--- src/rtl/aer_spike_encoder.sv ---
// AER transmitter: latches single-cycle neuron spikes, arbitrates round-robin,
// and emits {address, timestamp} events on a valid/ready link.
`timescale 1ns/1ps
module aer_spike_encoder #(
  parameter int NUM_NEURONS = 16,
  parameter int ADDR_WIDTH  = 4,
  parameter int TS_WIDTH    = 8,
  parameter int DROP_WIDTH  = 8
) (
  input  logic                   clk,
  input  logic                   rst_n,
  input  logic [NUM_NEURONS-1:0] spike_in,
  output logic                   aer_valid,
  input  logic                   aer_ready,
  output logic [ADDR_WIDTH-1:0]  aer_addr,
  output logic [TS_WIDTH-1:0]    aer_ts,
  output logic [DROP_WIDTH-1:0]  drop_count,
  input  logic                   drop_clr,
  output logic                   idle
);

  localparam int CNT_W = $clog2(NUM_NEURONS + 1);
  localparam int SUM_W = ((DROP_WIDTH > CNT_W) ? DROP_WIDTH : CNT_W) + 1;
  localparam logic [ADDR_WIDTH-1:0] LAST_IDX = ADDR_WIDTH'(NUM_NEURONS - 1);
  localparam logic [DROP_WIDTH-1:0] DROP_MAX = '1;

  logic [NUM_NEURONS-1:0] pending;
  logic [TS_WIDTH-1:0]    ts;
  logic [ADDR_WIDTH-1:0]  rr_ptr;

  logic                   load;
  logic                   hi_found, lo_found;
  logic [ADDR_WIDTH-1:0]  hi_idx, lo_idx, grant_idx;
  logic [NUM_NEURONS-1:0] grant_vec;
  logic [NUM_NEURONS-1:0] merge_vec;
  logic [CNT_W-1:0]       merge_cnt;
  logic [SUM_W-1:0]       drop_sum;
  logic [DROP_WIDTH-1:0]  drop_next;

  // Link handshake: an event transfers on any edge where aer_valid && aer_ready.
  // Once raised, aer_valid/aer_addr/aer_ts are frozen until that transfer, and a
  // new event may be loaded on the very edge the current one transfers.
  assign load = (!aer_valid || aer_ready) && (pending != '0);

  // Round-robin: lowest pending index at or above rr_ptr, else lowest overall.
  always_comb begin
    hi_found = 1'b0;
    lo_found = 1'b0;
    hi_idx   = '0;
    lo_idx   = '0;
    for (int i = 0; i < NUM_NEURONS; i++) begin
      if (pending[i]) begin
        if (!lo_found) begin
          lo_found = 1'b1;
          lo_idx   = ADDR_WIDTH'(i);
        end
        if (!hi_found && (ADDR_WIDTH'(i) >= rr_ptr)) begin
          hi_found = 1'b1;
          hi_idx   = ADDR_WIDTH'(i);
        end
      end
    end
    grant_idx = hi_found ? hi_idx : lo_idx;
  end

  always_comb begin
    grant_vec = '0;
    merge_cnt = '0;
    for (int i = 0; i < NUM_NEURONS; i++) begin
      grant_vec[i] = load && (ADDR_WIDTH'(i) == grant_idx);
    end
    // A spike on a granted neuron refills its pending bit instead of merging.
    merge_vec = spike_in & pending & ~grant_vec;
    for (int i = 0; i < NUM_NEURONS; i++) begin
      merge_cnt = merge_cnt + CNT_W'(merge_vec[i]);
    end
    drop_sum  = SUM_W'(drop_count) + SUM_W'(merge_cnt);
    drop_next = (drop_sum > SUM_W'(DROP_MAX)) ? DROP_MAX : drop_sum[DROP_WIDTH-1:0];
  end

  always_ff @(posedge clk or negedge rst_n) begin
    if (!rst_n) begin
      ts         <= '0;
      pending    <= '0;
      rr_ptr     <= '0;
      aer_valid  <= 1'b0;
      aer_addr   <= '0;
      aer_ts     <= '0;
      drop_count <= '0;
    end else begin
      ts      <= ts + TS_WIDTH'(1);
      pending <= (pending & ~grant_vec) | spike_in;
      if (drop_clr) begin
        drop_count <= '0;
      end else begin
        drop_count <= drop_next;
      end
      if (load) begin
        aer_valid <= 1'b1;
        aer_addr  <= grant_idx;
        aer_ts    <= ts;
        rr_ptr    <= (grant_idx == LAST_IDX) ? '0 : grant_idx + ADDR_WIDTH'(1);
      end else if (aer_ready) begin
        aer_valid <= 1'b0;
      end
    end
  end

  assign idle = (pending == '0) && !aer_valid;

endmodule

--- config.mk ---
export PLATFORM = sky130hd
export DESIGN_NAME = aer_spike_encoder
export DESIGN_NICKNAME = d
export VERILOG_FILES = /design/src/rtl/aer_spike_encoder.sv
export SDC_FILE = /design/constraint.sdc
export NUM_CORES = 1
export LEC_CHECK = 0
export ABC_AREA = 1
export BUFFER_PORTS_ARGS = -buffer_cell sky130_fd_sc_hd__buf_2
export CAP_MARGIN = 10
export CORE_ASPECT_RATIO = 2
export CORE_UTILIZATION = 55
export CTS_BUF_LIST = sky130_fd_sc_hd__clkbuf_8
export CTS_CLUSTER_SIZE = 24
export DETAILED_ROUTE_END_ITERATION = 6
export GPL_TIMING_DRIVEN = 0
export PLACE_DENSITY = 0.79
export SLEW_MARGIN = 20
export SYNTH_ARGS = -nofsm -noshare
export SYNTH_HDL_FRONTEND = slang
export SYNTH_SLANG_ARGS = --single-unit
--- constraint.sdc ---
create_clock -name clk -period 10.5 [get_ports clk]
set_input_delay 0.525 -clock clk [delete_from_list [all_inputs] [get_ports clk]]
set_output_delay 0.525 -clock clk [all_outputs]
set_load 0.005 [all_outputs]
==> run metrics <==
Max-slew headroom=57.7%; Max VDD drop=0.307 mV; Pins Over Slew Limit=0; min-delay worst type=in -> async; main combinational cell family by area after synthesis=simple AND/OR/NAND/NOR gates; PD cells=276 nW/um^2; initial DRC count=70; CP required=10.70 ns; Seq pwr share=24.9%; Post-Synth Simple-Gate Area=28.6%; Setup Skew=0.00894 ns; number of global-route vias before repair=3054; Remaining DRCs=2; Ports=42; Via Count=2907; Area contributors post-synth=dfrtp_1 37%, nand2_1 11%, inv_1 8.5%; most instantiated cells after synthesis=95 x nand2_1, 76 x inv_1, 49 x dfrtp_1; Layout fillers=520; Crit. End Element=flip-flop; power share of the clock group=10.8%; Total Power=1.03 mW; fin crit share=68.7%; Logic pwr share=64.3%; post-synthesis mux area share=0%; Max Clock Freq=139 MHz; Internal=0.529 mW; Main synth FF type=dfrtp_1; initial antenna violation count=0; leak pwr=1.97 nW; syn_nets=467; CP max stage cell=fa_1; # resized after CTS=0; final worst slack=3.29 ns; CTS clk-pin slew, worst paths=0.09 ns; placed cell area=3620 sq um; TritonCTS clock tree=done; final setup fails=0; Die Span Y=112 um; pin count of the biggest net entering global routing=50; async set-reset flop share out of synthesis=100%; CTS max path bufs=2; CP peak stage delay=0.55 ns; Mapped Avg Cell Area=7.92 sq um; Setup TNS Final=0 ns; final wirelength=7.84 mm; Vias/cell=5.47; CP Launch Type=flip-flop; XOR/XNOR share of the synthesized area=1.83%; Post-Synth Adder-Cell Area=12.1%; share of the synthesized area in the top cell type=36.7%; clk sink count=49; dpl cells=524; Clk Latency, worst-skew pair=0.31 ns; Post-synth EDFFs=0; port bufs=41; Initial Utilization=57.6%; Num CTS Buffers=5; Root Driver=clkbuf_8; Synth-to-Final Area Change=11.0%; Die Span X=57.1 um; Compound-Gate Fraction of Synth Area=11.0%; outcome=finished with violations; Setup Buffers After CTS=0; Synth area leader=dfrtp_1; Sw Ratio=48.4%; WL/cell=14.8 um; CORE AREA=5810 sq um; share of cells above drive strength 1=18.3%; post-synthesis register bit count=49; first-pass GRT wire length=13.3 mm; # hold bufs at CTS=0; design area=3710 sq um; NumNets Final=515; violated checks=DRC; final cell count without fillers=531; crit-path max FO=6; num rows=39; grt ovf=0; post-layout minimum cycle time=7.21 ns; count leader, synth=nand2_1; net switching power=0.497 mW; Ant. Diodes=0; final-report hold violation count=0; post-place setup slack=3.43 ns; Netlist cell types=38; Mapped Area=3340 sq um; sequential-to-total area share from yosys stat=36.7%; Mapped Cells=422; antenna-violating nets left=0; GRT Util Overall=27.3%; Pre-antenna DRT Iters=6; htree depth=2; gpl congestion=0.966; Max Cap Violations=0; CP Data Arrival Time=7.41 ns; worst slew pin tran=0.634 ns; DPL Wire Length=6.32 mm; die area=6410 sq um; unrepaired setup endpoints after global routing=false; Setup Crit Path Kind=reg -> reg; Syn. warnings=0
-- cells in the final DEF, fill, tap and decap left out, drive strengths merged, types with 6 or more instances in the layout --
master,instances
a21o,14
a21oi,14
buf,45
dfrtp,49
fa,12
ha,13
inv,78
nand2,106
nand3,38
nor2,41
nor3,6
o21ai,22
xor2,6
-- kinds of logic (layout without fill, tap and decap cells) --
logic type | after synthesis | count (layout)
flip-flops | 49 | 49
adder cells (fa/ha/maj) | 25 | 25
AO/OA/AOI/OAI | 59 | 59
XOR/XNOR | 7 | 7
buffers and inverters | 83 | 131
AND/OR/NAND/NOR | 199 | 199
-- metal layers --
layer	global-route usage, %	vias to the layer above	wire [um]
met5	0	-	0
met4	19.7	0	519
met3	4.72	30	275
met2	48.5	67	4290
met1	27.7	1382	2750
li1	-	1428	-
-- critical path: cells and delay by family (launching register included) --
family	cells	cell delay [ns]
simple gates	19	2.34
fa+ha+maj	7	3.09
flops	1	0.43
compound gates	4	0.63
buf+inv	9	0.59
-- state kept, by name, indices dropped and copies added, names as in the netlist --
signal      cells
pending        16
aer_addr        4
aer_ts          8
drop_count      8
ts              8
aer_valid       1
rr_ptr          4
-- through the flow --
| step | hold slack, ns | utilization, % |
|---|---|---|
| final | 0.225 | 63.9 |
| after global placement | 0.445 | 62.4 |
| after global routing | 0.274 | 63.9 |
| after floorplan | 0.229 | - |
| after CTS | 0.392 | 63.9 |
| after detailed placement | 0.459 | 62.4 |
-- worst paths after layout --
check                                startpoint                       to  slack (ns)  cells past startpoint
setup / recovery           pending[0]$_DFF_PN0_  drop_count[5]$_DFF_PN0_        3.29                     39
hold / removal                            rst_n    aer_ts[7]$_DFFE_PN0P_        0.22                      1
setup reg to reg           pending[0]$_DFF_PN0_  drop_count[5]$_DFF_PN0_        3.29                     39
hold reg to reg                 ts[0]$_DFF_PN0_          ts[0]$_DFF_PN0_        0.46                      1
max in group asynchronous                 rst_n  drop_count[2]$_DFF_PN0_        9.84                      1
min in group clk                   spike_in[11]    pending[11]$_DFF_PN0_        0.40                      2
-- power by group through the flow --
stage	registers [mW]	clock network, mW	logic (mW)
final	0.256	0.111	0.659
after global routing	0.259	0.120	0.757
after CTS	0.255	0.114	0.666
after detailed placement	0.258	0	0.651
after global placement	0.257	0	0.629
after floorplan	0.253	0	0.498
-- layout make-up --
type,count,area [sq um],share of cell area [%]
buffer,4,25.0,0.674
clock buffer,5,68.8,1.85
clock inverter,2,16.3,0.438
inverter,79,302,8.13
multi-input combinational,290,1790,48.2
sequential,49,1230,33.0
tap,61,76.3,2.06
timing repair buffer,41,208,5.60
Note: power is estimated with default switching activity, not from simulation.
